File: src/rtl/cordic_rr_arbiter.sv
// Round-robin arbiter feeding a shared CORDIC, routing results back to the issuing requester in issue order.
// Optional CORDIC_ARB_CNT_EN adds per-requester 16-bit grant counters on grant_cnt.
module cordic_rr_arbiter #(
  parameter int NREQ  = 4,
  parameter int W     = 32,
  parameter int DEPTH = 16
) (
  input  logic              clk,
  input  logic              reset,
  input  logic [NREQ-1:0]   req_valid,
  input  logic [NREQ*W-1:0] req_theta,
  output logic [NREQ-1:0]   req_ready,
  output logic              cordic_wr_en,
  output logic [W-1:0]      cordic_theta,
  input  logic              cordic_full,
  output logic              cordic_rd_en,
  input  logic [W-1:0]      cordic_cos,
  input  logic [W-1:0]      cordic_sin,
  input  logic              cordic_empty,
  output logic [NREQ-1:0]   rsp_valid,
  output logic [W-1:0]      rsp_cos,
  output logic [W-1:0]      rsp_sin,
  input  logic [NREQ-1:0]   rsp_ready,
  output logic              err_orphan
`ifdef CORDIC_ARB_CNT_EN
  ,
  output logic [NREQ*16-1:0] grant_cnt
`endif
);

  localparam int TW = $clog2(NREQ);
  localparam int AW = $clog2(DEPTH);

  logic [TW-1:0]   r_rr_ptr;
  logic [TW-1:0]   r_tag_mem [DEPTH];
  logic [AW-1:0]   r_wr_ptr;
  logic [AW-1:0]   r_rd_ptr;
  logic [AW:0]     r_count;
  logic [NREQ-1:0] r_rsp_valid;
  logic [W-1:0]    r_rsp_cos;
  logic [W-1:0]    r_rsp_sin;
  logic            r_err_orphan;

  logic            w_tag_full;
  logic            w_tag_empty;
  logic            w_issue_ok;
  logic            w_found;
  logic [TW:0]     w_cand;
  logic [TW-1:0]   w_gnt_idx;
  logic [TW-1:0]   w_ptr_nxt;
  logic [NREQ-1:0] w_grant;
  logic            w_push;
  logic            w_consume;
  logic            w_load;
  logic            w_orphan;
  logic [TW-1:0]   w_tag_head;

  assign w_tag_full  = (r_count == (AW+1)'(DEPTH));
  assign w_tag_empty = (r_count == '0);
  // Reset gates every combinational output so they drop the instant reset asserts.
  assign w_issue_ok  = reset && !cordic_full && !w_tag_full;

  always_comb begin
    w_found   = 1'b0;
    w_gnt_idx = '0;
    w_cand    = '0;
    w_grant   = '0;
    for (int k = 0; k < NREQ; k++) begin
      w_cand = {1'b0, r_rr_ptr} + (TW+1)'(k);
      if (w_cand >= (TW+1)'(NREQ)) w_cand = w_cand - (TW+1)'(NREQ);
      if (!w_found && req_valid[w_cand[TW-1:0]]) begin
        w_found   = 1'b1;
        w_gnt_idx = w_cand[TW-1:0];
      end
    end
    if (!w_issue_ok) w_found = 1'b0;
    if (w_found) w_grant[w_gnt_idx] = 1'b1;
  end

  assign w_push       = w_found;
  assign w_ptr_nxt    = (w_gnt_idx == TW'(NREQ-1)) ? '0 : w_gnt_idx + 1'b1;
  assign req_ready    = w_grant;
  assign cordic_wr_en = w_push;
  assign cordic_theta = req_theta[int'(w_gnt_idx)*W +: W];

  assign w_tag_head   = r_tag_mem[r_rd_ptr];
  assign w_consume    = |(r_rsp_valid & rsp_ready);
  assign w_load       = reset && !cordic_empty && !w_tag_empty && (!(|r_rsp_valid) || w_consume);
  assign w_orphan     = reset && !cordic_empty && w_tag_empty;
  assign cordic_rd_en = w_load || w_orphan;

  assign rsp_valid  = r_rsp_valid;
  assign rsp_cos    = r_rsp_cos;
  assign rsp_sin    = r_rsp_sin;
  assign err_orphan = r_err_orphan;

  always_ff @(posedge clk) begin
    if (w_push) r_tag_mem[r_wr_ptr] <= w_gnt_idx;
  end

  always_ff @(posedge clk or negedge reset) begin
    if (!reset) begin
      r_rr_ptr     <= '0;
      r_wr_ptr     <= '0;
      r_rd_ptr     <= '0;
      r_count      <= '0;
      r_rsp_valid  <= '0;
      r_rsp_cos    <= '0;
      r_rsp_sin    <= '0;
      r_err_orphan <= 1'b0;
    end else begin
      if (w_push) begin
        r_wr_ptr <= r_wr_ptr + 1'b1;
        r_rr_ptr <= w_ptr_nxt;
      end
      if (w_load) r_rd_ptr <= r_rd_ptr + 1'b1;
      case ({w_push, w_load})
        2'b10:   r_count <= r_count + 1'b1;
        2'b01:   r_count <= r_count - 1'b1;
        default: r_count <= r_count;
      endcase
      if (w_load) begin
        r_rsp_valid <= NREQ'(1) << w_tag_head;
        r_rsp_cos   <= cordic_cos;
        r_rsp_sin   <= cordic_sin;
      end else if (w_consume) begin
        r_rsp_valid <= '0;
      end
      if (w_orphan) r_err_orphan <= 1'b1;
    end
  end

`ifdef CORDIC_ARB_CNT_EN
  logic [NREQ*16-1:0] r_grant_cnt;

  always_ff @(posedge clk or negedge reset) begin
    if (!reset) begin
      r_grant_cnt <= '0;
    end else if (w_push) begin
      r_grant_cnt[int'(w_gnt_idx)*16 +: 16] <= r_grant_cnt[int'(w_gnt_idx)*16 +: 16] + 16'd1;
    end
  end

  assign grant_cnt = r_grant_cnt;
`endif

endmodule
File: config.mk
export PLATFORM = sky130hd
export DESIGN_NAME = cordic_rr_arbiter
export DESIGN_NICKNAME = d
export VERILOG_FILES = /design/src/rtl/cordic_rr_arbiter.sv
export SDC_FILE = /design/constraint.sdc
export NUM_CORES = 1
export LEC_CHECK = 0
export BUFFER_PORTS_ARGS = -buffer_cell sky130_fd_sc_hd__buf_2
export CORE_ASPECT_RATIO = 1.4
export CORE_MARGIN = 1.5
export CORE_UTILIZATION = 40
export CTS_BUF_LIST = sky130_fd_sc_hd__clkbuf_4 sky130_fd_sc_hd__clkbuf_8 sky130_fd_sc_hd__clkbuf_16
export DETAILED_ROUTE_END_ITERATION = 10
export PLACE_DENSITY = 0.7
export SLEW_MARGIN = 25
export SYNTH_ARGS = -nofsm -noshare
export SYNTH_HDL_FRONTEND = slang
export SYNTH_SLANG_ARGS = --single-unit
File: constraint.sdc
create_clock -name clk -period 5.58 [get_ports clk]
set_input_delay 1.116 -clock clk [delete_from_list [all_inputs] [get_ports clk]]
set_output_delay 1.116 -clock clk [all_outputs]
set_load 0.01 [all_outputs]
* After elaboration in Yosys (flattened, before gate mapping)
Memory sizes are Yosys's and may differ from the RTL's.
Index checks and enable logic that the tools add are counted.
** Storage, ports and cells
- Bits in registers :: 84
- RAM bits :: 32
- Input bits :: 204
- Output and inout port bits :: 107
- Word-level logic and storage cells :: 93
- Memories :: 1
** Cells by class
- Add/subtract/negate cells :: 12
- Magnitude comparators :: 10
- Eq/ne operators :: 4
- Shift-type cells :: 2
- Mux-type cells :: 30
- Bitwise operators :: 1
- Reduce and logical (&&, ||, !) cells :: 25
** Memory list
- r_tag_mem :: depth 16, bits a word 2, read ports 1, clocked after Yosys merged registers in 0, wr ports 1, RTL line 35 : logic [TW-1:0] r_tag_mem [DEPTH];
** Operator list (number)
- $shiftx A128 B8 Y32 :: 1
- $mux W2 :: 9
- $lt A2 B3 Y1 const B :: 5
- $mux W1 :: 12
- $mux W4 :: 3
- $logic_and A1 B1 Y1 :: 10
- $pmux W5 S2 :: 1
- $ge A3 B3 Y1 const B :: 3
- $add A4 B1 Y4 const B :: 2
- $bmux W1 S2 :: 4
- $logic_not A1 Y1 :: 8
- $reduce_or A4 Y1 :: 2
- $sub A2 B1 Y2 const B :: 4
- $add A2 B2 Y3 const B :: 2
- $add A5 B1 Y5 const B :: 1
- $eq A5 B5 Y1 const B :: 1
- $logic_not A5 Y1 :: 1
- $sub A5 B1 Y5 const B :: 1
- $and A4 B4 Y4 :: 1
- $eq A2 B2 Y1 const B :: 2
- $reduce_bool A2 Y1 :: 2
- $shl A1 B2 Y4 const A :: 1
- $add A2 B1 Y3 const B :: 1
- $ge A2 B3 Y1 const B :: 1
- other kinds (5) :: 6

* Logic depth before layout (Yosys ltp)
Gate-level depths: netlist of run 1.
- Depth after elaboration :: 19
- Mapped depth :: 16
- Depth with buffers taken out :: 12

* Worst setup path after synthesis of run 1
Ideal clock, no wire load.
- Path kind :: input to register
- Start :: in rsp_ready[0]
- End :: reg r_count[4]
- Library setup time :: 0.079 ns
- Data arrival time :: 3.654 ns
- Required time :: 5.501 ns
- Slack :: 1.847 ns
- Stages on the path :: 15
- Buffers on the path :: 3
- Cell sequence :: a22o_1 -> nor3_1 -> or3_1 -> buf_6 -> inv_6 -> buf_2 -> ha_1 -> clkbuf_1 -> xor2_1 -> ha_1 -> a21boi_0 -> o221ai_1 -> a21o_1 -> a21oi_1 -> xor2_1
** Between the ends
- Word-level cells in the longest chain between the ends :: 6
- Elaborated cells between the ends (all ways) :: 8
- Classes of those cells :: eq/ne: 2; mux: 1; bitwise: 1; reduce/logical: 4
** Ends and longest elaborated chain
- from (decl) :: RTL line 23 : input logic [NREQ-1:0] rsp_ready,
- $and A4 B4 Y4 (*) :: RTL line 87 : assign w_consume = |(r_rsp_valid & rsp_ready);
- $reduce_or A4 Y1 (*) :: RTL line 87
- $logic_or A1 B1 Y1 (*) :: RTL line 88 : assign w_load = reset && !cordic_empty && !w_tag_empty && (!(|r_rsp_valid) || w_consume);
- $logic_and A1 B1 Y1 (*) :: RTL line 88
- net w_load :: RTL line 54 : logic w_load;
- $eq A2 B1 Y1 or $eq A2 B2 Y1 (tied branches) :: RTL line 117 : case ({w_push, w_load})
- $pmux W5 S2 or $reduce_bool A2 Y1 (tied branches)
- to (signal assigned) :: RTL line 118 : 2'b10: r_count <= r_count + 1'b1;
- to (signal assigned) :: RTL line 119 : 2'b01: r_count <= r_count - 1'b1;
- to (signal assigned) :: RTL line 120 : default: r_count <= r_count;
- to (decl) :: RTL line 38 : logic [AW:0] r_count;
Mark *: on every way through the listed nets, which the timed path passes. The rest lies on a longest branch.
A chain may end at the register's enable or synchronous reset.

* Worst setup path in the final report of run 1
- Start :: in req_valid[0]
- End :: out req_ready[2]
** Between the ends
- Word-level cells in the longest chain between the ends :: 17
- Elaborated cells between the ends (all ways) :: 29
- Classes of those cells :: order compare: 2; mux: 20; reduce/logical: 7
** Ends and longest elaborated chain
- from (decl) :: RTL line 10 : input logic [NREQ-1:0] req_valid,
- $bmux W1 S2 :: RTL line 71 : if (!w_found && req_valid[w_cand[TW-1:0]]) begin
- $mux W1 (implied by the code) :: RTL line 71
- $mux W1 :: RTL line 71
- $logic_not A1 Y1 :: RTL line 71
- $logic_and A1 B1 Y1 :: RTL line 71
- $mux W1 :: RTL line 71
- $logic_not A1 Y1 :: RTL line 71
- $logic_and A1 B1 Y1 :: RTL line 71
- $mux W1 :: RTL line 71
- $logic_not A1 Y1 :: RTL line 71
- $logic_and A1 B1 Y1 :: RTL line 71
- $mux W2 :: RTL line 71
- $lt A2 B3 Y1 (implied by the code) or $ge A2 B1 Y1 (tied branches) :: RTL line 77 : if (w_found) w_grant[w_gnt_idx] = 1'b1;
- $logic_and A1 B1 Y1 (implied by the code) :: RTL line 77
- $mux W1 (implied by the code) :: RTL line 77
- $demux W1 S2 :: RTL line 77
- $mux W4 (*) :: RTL line 77
- to (decl) :: RTL line 12 : output logic [NREQ-1:0] req_ready,
Every way passes the cells marked *; elsewhere a longest branch is shown, timed or not. The select of a mux whose other input is x is not followed.

==> results.yml, run 1 <==
power:
  p_seq_share_pct: 34.3
  internal_power_uw: 2630
  finalPower_uw: 4170
  pwr-share-comb_pct: 41.3
  power.leakage_uw: 0.00448
  power_switching_uw: 1550
  power_per_cell_area_mw_per_mm2: 505
  switching_share_of_power_pct: 37.0
  clockPowerShare_pct: 24.4
  worst_ir_drop_vdd_mv: 0.240
route:
  detail_route.drc_violations: 0
  wl_per_cell_um: 16.4
  vias_per_cell: 4.82
  drt-total-wl_mm: 17.7
  detail_route.iter0.violations: 217
  postRouteAntennaNets: 0
  routed-via-count: 5203
  drt_pre_antenna_iters: 4
placement:
  place_congestion: 0.831
  dp_slack_ns: 1.39
  io_buffers: 310
  detailed_place_hpwl_mm: 13.8
floorplanning:
  die_height_um: 148
  start_util_pct: 40.5
  die_width_um: 107
  core_area_mm2: 0.0149
  placement_row_count: 53
  die_outline_area_mm2: 0.0159
  ioPinCount: 311
layout:
  layout-drive-gt1-share_pct: 40.9
  final_nets: 1091
  synthToLayoutAreaGrowth_pct: 36.9
  filler_cells_inserted: 1398
clocking:
  cts-buffers-inserted: 17
  max-clock-path-buffers: 2
  clock_insertion_delay_worst_skew_ns: 0.40
  clkSlewWorstSetupHoldPaths_ns: 0.05
  cts_root_buffer: "clkbuf_16"
  post_cts.repair.setup_buffers: 0
  cts_hold_repair.buffers: 0
  clock_sinks: 116
  cts_max_level: 4
  postCtsResizedCells: 0
  tritoncts: "yes"
synthesis:
  syn_area_per_cell_um2: 10.5
  unique_masters_post_synth: 40
  ys_top_cells_by_area: "dfrtp_1 (35%), mux2i_1 (16%), edfxtp_1 (16%)"
  synth_nets: 791
  ys_dominant_reg_cell: "dfrtp_1"
  synth.largest_area_cell: "dfrtp_1"
  syn_area_mm2: 0.00604
  synthesis.yosys.warnings: 0
  async_s_r_ff_share_synth_pct: 72.4
  syn-instance-count: 574
  seq_area_frac_synth_pct: 50.7
  postSynthRegisterBits: 116
  synth_edf_count: 32
  synthDominantCellAreaShare_pct: 34.8
critical_path:
  r2r_setup_slack_ns: 1.99
  slowest_stage: "a21oi_4"
  crit_chain: "buf_2 > nor2b_1 > a21oi_1 > o22ai_1 > a21oi_4 > inv_1 > ha_1 > and2_1 > buf_2"
  crit_fanout: 25
  r2r_path_end: "r_count[4]"
  crit_top_cell: "buf_2"
  setup.worst_path.class: "primary input to output port"
  timing.critical_path.buf_inv: 3
  r2r_start: "rsp_valid[1]"
  worst_setup_path_start_kind: "primary input"
  cpPeakStageDelay_ns: 0.65
  critical-path-top-delay-family: "compound AO/OA/AOI/OAI gates"
  rr_worst_depth: 12
  arrival_time_reported_for_the_critical_path_endpoint_ns: 3.01
  critical_path_required_ns: 4.46
  end_kind: "output port"
flow_run:
  max_cap_viol_count: 0
global_routing:
  grt_pass1_vias: 4968
  antenna_found_initial: 4
  wire_length_of_the_first_global_routing_pass_mm: 26.2
  globalRouteOverflowTotal: 0
  grt_max_degree: 79
  track_usage_pct: 22.3
timing:
  fin_worst_skew_ns: 0.0127
  hold_viol_final: 0
  headroom_to_the_max_slew_limit_pct: 45.6
  tightestPinTransition_ns: 0.814
  totalNegativeSetupSlack_ns: 0
  drv_slew: 0
  max_clock_freq_mhz: 242
  finalCritPeriodShare_pct: 73.9
  layout_setup_ws_ns: 1.45
  grt_setup_unrepaired: "false"
  setup_viol_count_final: 0
  timing.final.crit_period_ns: 4.13
run_status:
  run_status: "complete, no violations"
min_path:
  holdPathEnd: "rsp_sin[6]"
  worst_hold_startpoint: "rsp_sin[6]"
  worstHoldPathCells: 2
  worst_hold_path_type: "flip-flop to flip-flop"
placed cells by master (no fill, tap or decap), types with 4 or more instances in the layout:
| master | netlist | layout |
|---|---|---|
| mux4_2 | 4 | 4 |
| buf_4 | 7 | 7 |
| inv_1 | 10 | 10 |
| and2_1 | 4 | 4 |
| clkinv_2 | 0 | 4 |
| nor3_1 | 5 | 5 |
| ha_1 | 13 | 13 |
| buf_2 | 21 | 309 |
| dfrtp_1 | 84 | 84 |
| nand2_1 | 206 | 206 |
| mux2i_1 | 99 | 99 |
| nand2b_1 | 5 | 5 |
| xnor2_1 | 7 | 7 |
| nor2_1 | 16 | 16 |
| edfxtp_1 | 32 | 32 |
| clkbuf_16 | 0 | 17 |
| a22o_1 | 4 | 4 |
| mux4_1 | 4 | 4 |
| xor2_1 | 5 | 5 |
| mux2_2 | 4 | 4 |
| a21oi_1 | 6 | 5 |
kinds of logic after synthesis:
logic type,share of synthesized area [%]
AOI/OAI and AO/OA,3.79
DFF,50.7
buffers and inverters,4.37
adders and majority gates,2.69
xor gates and xnor gates,1.74
muxes,20.4
and+or+nand+nor,16.3
synth_stat cells, types with 5 or more instances:
cell type  instances
xnor2_1            7
nor2_1            16
ha_1              13
edfxtp_1          32
inv_1             10
nand2_1          206
buf_4              7
nand2b_1           5
dfrtp_1           84
a21oi_1            6
mux2i_1           99
nor3_1             5
xor2_1             5
buf_2             21
worst max path at each step:
| stage | from | to | slack (ns) | cells past startpoint |
|---|---|---|---|---|
| 3_5_place_dp | rsp_ready[2] | r_count[4] | 1.39 | 13 |
| 5_1_grt | req_valid[0] | req_ready[2] | 1.30 | 9 |
| 6_report | req_valid[0] | req_ready[2] | 1.45 | 9 |
| 2_1_floorplan | rsp_ready[0] | r_count[4] | 1.85 | 15 |
| 4_1_cts | req_valid[0] | req_ready[2] | 1.41 | 9 |
| 3_3_place_gp | rsp_ready[0] | r_count[4] | 1.44 | 13 |
per-stage QoR:
stage,std cells,area [um^2],util (%),hold slack (ns)
3_3_place_gp,1047,7690,51.6,0.453
6_report,1080,8270,55.4,0.466
5_1_grt,1079,8270,55.4,0.485
2_1_floorplan,574,6040,-,0.492
3_5_place_dp,1047,7690,51.6,0.457
4_1_cts,1079,8260,55.4,0.469
per-layer routing:
| metal | GRT usage (%) | share of wire [%] | vias up |
|---|---|---|---|
| met5 | 0 | 0.25 | - |
| met4 | 5.47 | 0.64 | 6 |
| met3 | 7.67 | 8.5 | 14 |
| met2 | 41.9 | 53 | 240 |
| met1 | 23.4 | 37 | 2399 |
| li1 | - | - | 2544 |
tightest hold or removal path, delay by kind of cell (launching register included):
kind             cells  cell delay [ns]
DFF                  1             0.33
and+or+nand+nor      2             0.11
power groups by stage:
stage / logic [uW] / clock network [uW] / registers (uW)
floorplan: 1090 / 0 / 1470
global placement: 1710 / 0 / 1440
detailed placement: 1740 / 0 / 1450
CTS: 1750 / 1040 / 1440
global route: 1900 / 1080 / 1480
finish: 1720 / 1020 / 1430
area by class of cell:
type | instances | area [um^2] | area share, %
Antenna cell | 1 | 2.50 | 0.0303
Clock buffer | 23 | 489 | 5.92
Clock inverter | 9 | 80.1 | 0.968
Inverter | 11 | 46.3 | 0.560
Multi-Input combinational cell | 411 | 2740 | 33.1
Sequential cell | 116 | 3060 | 37.0
Tap cell | 192 | 240 | 2.90
Timing Repair Buffer | 317 | 1610 | 19.5
flip-flops by register name, summed over array words and instances, names as in the netlist:
name	cells
rsp_sin	32
r_tag_mem	32
r_wr_ptr	4
rsp_valid	4
r_rd_ptr	4
err_orphan	1
r_count	5
r_rr_ptr	2
rsp_cos	32
(Power assumes the default switching activity.)
==> run 2, diff against run 1 <==
Settings changed: PLACE_DENSITY 0.7 to 0.73.
Clock period 5.58 ns to 3.5 ns, I/O delays scaled along.
==> results.yml, run 2 (same netlist as run 1, synthesis figures left out) <==
layout:
  layout.cells.most_common: "buf_2"
  synthToLayoutAreaGrowth_pct: 38.5
  finish.utilization_pct: 56.0
  layout-drive-gt1-share_pct: 41.4
  layout.cells.most_common_list: "buf_2 (309), nand2_1 (206), mux2i_1 (99)"
  stdcell_area_mm2: 0.00836
  final_nets: 1098
  final_cells: 1089
placement:
  io_buffers: 310
  place_congestion: 0.858
  detailed_place_hpwl_mm: 15.2
  placedInstanceArea_mm2: 0.00777
  place.detailed.instances: 1054
power:
  power.leakage_uw: 0.00452
  worst_ir_drop_vdd_mv: 0.418
  power_per_cell_area_mw_per_mm2: 807
  power_switching_uw: 2490
  switching_share_of_power_pct: 36.9
  pwr-share-comb_pct: 41.3
  internal_power_uw: 4260
  clockPowerShare_pct: 24.8
  p_seq_share_pct: 33.9
timing:
  finalCritPeriodShare_pct: 91.8
  drv_slew: 0
  grt_setup_unrepaired: "false"
  max_clock_freq_mhz: 311
  setup_viol_count_final: 0
  hold_viol_final: 0
  timing.final.crit_period_ns: 3.21
  fin_worst_skew_ns: 0.00802
  tightestPinTransition_ns: 0.713
  headroom_to_the_max_slew_limit_pct: 52.5
  totalNegativeSetupSlack_ns: 0
global_routing:
  wire_length_of_the_first_global_routing_pass_mm: 27.5
  antenna_found_initial: 5
  track_usage_pct: 23.5
  grt_max_degree: 70
  globalRouteOverflowTotal: 0
  grt_pass1_vias: 5202
route:
  drt-total-wl_mm: 18.7
  detail_route.iter0.violations: 352
  drt_pre_antenna_iters: 5
  wl_per_cell_um: 17.2
  routed-via-count: 5320
  detail_route.drc_violations: 0
  postRouteAntennaNets: 0
  vias_per_cell: 4.89
clocking:
  cts-buffers-inserted: 17
  post_cts.repair.setup_buffers: 0
  postCtsResizedCells: 0
  clock_sinks: 116
  clock_insertion_delay_worst_skew_ns: 0.40
  cts_root_buffer: "clkbuf_16"
  tritoncts: "yes"
  cts_max_level: 4
  cts_hold_repair.buffers: 0
  max-clock-path-buffers: 2
  clkSlewWorstSetupHoldPaths_ns: 0.05
critical_path:
  crit_fanout: 30
  r2r_setup_slack_ns: 0.59
  critical_path_required_ns: 2.80
  setup.worst_path.class: "flip-flop to output port"
  worst_setup_path_start_kind: "flip-flop"
  r2r_path_end: "r_count[4]"
  r2r_start: "rsp_valid[1]"
  rr_worst_depth: 12
  arrival_time_reported_for_the_critical_path_endpoint_ns: 2.51
  end_kind: "output port"
flow_run:
  max_cap_viol_count: 0
floorplanning:
  core_area_mm2: 0.0149
  die_height_um: 148
  placement_row_count: 53
  die_width_um: 107
  die_outline_area_mm2: 0.0159
  ioPinCount: 311
  start_util_pct: 40.5
run_status:
  run_status: "complete, no violations"
min_path:
  worst_hold_path_type: "primary input to async pin"
[run 2: cell count changes in the layout (fill, tap and decap cells not counted), moves of 2 or more]
cell / before / now
inv_6: 1 / 3
clkbuf_8: 3 / 1
diode_2: 1 / 3
buf_12: 0 / 2
buf_4: 7 / 13
[run 2: stage by stage]
step                      setup slack [ns]  power, uW  hold WS (ns)
after floorplan                      0.183       4070         0.404
after global placement               0.457       5060         0.452
after detailed placement             0.369       5130         0.457
after CTS                            0.279       6820         0.328
after global routing                 0.136       7200         0.352
final                                0.286       6750         0.328
[run 2: routing by layer]
metal  global-route usage (%)  vias to the layer above  share of wire (%)
met5                        0                        -               0.20
met4                     8.13                        6                2.3
met3                     6.49                       27                8.9
met2                     42.4                      272                 51
met1                     26.5                     2452                 38
li1                         -                     2563                  -
[run 2: power by group through the flow]
stage                     clock, uW  sequential (uW)  combinational (uW)
final                          1670             2290                2790
after global routing           1770             2360                3070
after CTS                      1700             2290                2830
after detailed placement          0             2320                2810
after global placement            0             2300                2770
after floorplan                   0             2340                1730
[run 2: worst max path at each step]
stage	start	to	slack [ns]	cells past startpoint
floorplan	rsp_ready[0]	r_count[4]	0.18	15
CTS	r_rr_ptr[1]	cordic_theta[17]	0.28	8
detailed placement	req_valid[1]	r_count[4]	0.37	12
global placement	req_valid[1]	r_count[4]	0.46	12
finish	r_rr_ptr[1]	cordic_theta[17]	0.29	8
global route	r_rr_ptr[1]	cordic_theta[17]	0.14	8
[run 2: worst max-delay path: stages, from the launching register on]
cell	delay [ns]
dfrtp_1	0.55
a21o_1	0.16
a21oi_1	0.09
o22ai_4	0.38
buf_12	0.29
buf_4	0.19
mux2i_1	0.19
mux2i_1	0.09
buf_2	0.15
[run 2: layout make-up]
cell class | instances | area, um^2
clock buffers | 20 | 454
inverters | 11 | 46.3
flip-flops and latches | 116 | 3060
diodes | 3 | 7.51
clock inverters | 12 | 128
repair buffers | 324 | 1680
well taps | 192 | 240
fillers | 1353 | 6560
multi-input cells | 411 | 2740
==> run 3, diff against run 2 <==
--- a/config.mk
+++ b/config.mk
@@ -9,8 +9,8 @@
 export CORE_ASPECT_RATIO = 1.4
 export CORE_MARGIN = 1.5
-export CORE_UTILIZATION = 40
+export CORE_UTILIZATION = 42
 export CTS_BUF_LIST = sky130_fd_sc_hd__clkbuf_4 sky130_fd_sc_hd__clkbuf_8 sky130_fd_sc_hd__clkbuf_16
 export DETAILED_ROUTE_END_ITERATION = 10
-export PLACE_DENSITY = 0.73
+export PLACE_DENSITY = 0.76
 export SLEW_MARGIN = 25
 export SYNTH_ARGS = -nofsm -noshare
==> constraint.sdc (replaced) <==
create_clock -name clk -period 3.5 [get_ports clk]
set_input_delay 0.35 -clock clk [delete_from_list [all_inputs] [get_ports clk]]
set_output_delay 0.35 -clock clk [all_outputs]
set_load 0.01 [all_outputs]
==> results.yml, run 3 (same netlist as run 1, synthesis figures left out) <==
layout:
  layout.cells.most_common: "buf_2"
  finish.utilization_pct: 59.8
  filler_cells_inserted: 1209
  final_nets: 1095
  stdcell_area_mm2: 0.00836
  synthToLayoutAreaGrowth_pct: 38.3
  layout-drive-gt1-share_pct: 41.2
  layout.cells.most_common_list: "buf_2 (309), nand2_1 (206), mux2i_1 (99)"
global_routing:
  globalRouteOverflowTotal: 0
  track_usage_pct: 24.0
  grt_pass1_vias: 5047
  grt_max_degree: 71
  antenna_found_initial: 6
  wire_length_of_the_first_global_routing_pass_mm: 26.9
placement:
  place_congestion: 0.849
  io_buffers: 310
  detailed_place_hpwl_mm: 14.4
  placedInstanceArea_mm2: 0.00773
route:
  drt_pre_antenna_iters: 7
  drt-total-wl_mm: 18.4
  met2_length_mm: 9.41
  detail_route.drc_violations: 0
  met1Wirelength_mm: 6.80
  vias_per_cell: 4.90
  detail_route.iter0.violations: 390
  routed-via-count: 5302
  postRouteAntennaNets: 0
  met3_wire_length_mm: 1.68
  wl_per_cell_um: 17.0
  dr.max_layer_used: "met5"
clocking:
  post_cts.repair.setup_buffers: 0
  cts_root_buffer: "clkbuf_16"
  postCtsResizedCells: 0
  clkSlewWorstSetupHoldPaths_ns: 0.05
  clock_insertion_delay_worst_skew_ns: 0.42
  clock_sinks: 116
  cts_max_level: 4
  max-clock-path-buffers: 2
  cts_hold_repair.buffers: 0
  cts-buffers-inserted: 17
  tritoncts: "yes"
timing:
  max_clock_freq_mhz: 335
  timing.final.crit_period_ns: 2.99
  finalCritPeriodShare_pct: 85.3
  drv_slew: 0
  setup_viol_count_final: 0
  worst_hold_slack_ns: 0.0128
  hold_viol_final: 0
  totalNegativeSetupSlack_ns: 0
  headroom_to_the_max_slew_limit_pct: 53.2
  fin_worst_skew_ns: 0.0139
  tightestPinTransition_ns: 0.702
  grt_setup_unrepaired: "false"
floorplanning:
  die_height_um: 145
  core_area_mm2: 0.0140
  die_outline_area_mm2: 0.0151
  placement_row_count: 51
  start_util_pct: 43.2
  ioPinCount: 311
  die_width_um: 104
critical_path:
  worst_setup_path_start_kind: "flip-flop"
  end_kind: "flip-flop"
  r2r_setup_slack_ns: 0.51
  arrival_time_reported_for_the_critical_path_endpoint_ns: 3.33
  r2r_start: "rsp_valid[0]"
  setup.worst_path.class: "flip-flop to flip-flop"
  critical_path_required_ns: 3.84
  crit_fanout: 70
  rr_worst_depth: 10
  r2r_path_end: "r_count[4]"
power:
  clockPowerShare_pct: 25.7
  switching_share_of_power_pct: 37.2
  worst_ir_drop_vdd_mv: 0.451
  power.leakage_uw: 0.00451
  p_seq_share_pct: 33.6
  internal_power_uw: 4270
  pwr-share-comb_pct: 40.7
  power_per_cell_area_mw_per_mm2: 812
  power_switching_uw: 2520
min_path:
  worst_hold_path_type: "primary input to async pin"
run_status:
  run_status: "complete, no violations"
flow_run:
  max_cap_viol_count: 0
-- run 3: layer usage --
layer  GRT usage (%)  vias to the layer above
met1            26.6                     2428
li1                -                     2559
met4            9.50                        6
met2            43.0                      275
met5               0                        -
met3            7.39                       34
-- run 3: worst max-delay path, cell delays in order, from the launching register on --
cell and delay [ns]:
dfrtp_1 0.40, nor4_1 0.26, nor3_1 0.09, or3_2 0.54
inv_6 0.07, buf_4 0.57, ha_1 0.32, o221ai_1 0.14
a21o_1 0.20, a21oi_1 0.17, xor2_1 0.15
-- run 3: per-stage QoR --
| step | setup slack (ns) | cells | power (uW) |
|---|---|---|---|
| detailed placement | 0.517 | 1044 | 5070 |
| global placement | 0.537 | 1044 | 5020 |
| global route | 0.294 | 1078 | 7220 |
| finish | 0.514 | 1082 | 6790 |
| CTS | 0.499 | 1076 | 6850 |
| floorplan | 0.318 | 574 | 4070 |
-- run 3: power groups by stage --
stage	registers [uW]	logic [uW]	clock network, uW
finish	2280	2760	1750
global route	2350	3040	1830
CTS	2280	2800	1770
detailed placement	2300	2770	0
global placement	2280	2740	0
floorplan	2340	1730	0
-- run 3: worst max path at each step --
stage	start	endpoint	slack (ns)	cells after the start
2_1_floorplan	rsp_valid[1]	r_count[4]	0.32	15
4_1_cts	rsp_valid[1]	r_count[4]	0.50	10
5_1_grt	rsp_valid[0]	r_count[4]	0.29	10
3_3_place_gp	rsp_valid[1]	r_count[4]	0.54	10
6_report	rsp_valid[0]	r_count[4]	0.51	10
3_5_place_dp	rsp_valid[1]	r_count[4]	0.52	10
-- run 3: final cells by class --
class	instances	area [um^2]	area share, %
repair buffers	321	1650	19.7
multi-input cells	411	2740	32.8
clock buffers	19	464	5.56
well taps	185	231	2.77
inverters	11	46.3	0.554
diodes	6	15.0	0.180
clock inverters	13	148	1.77
flip-flops and latches	116	3060	36.7
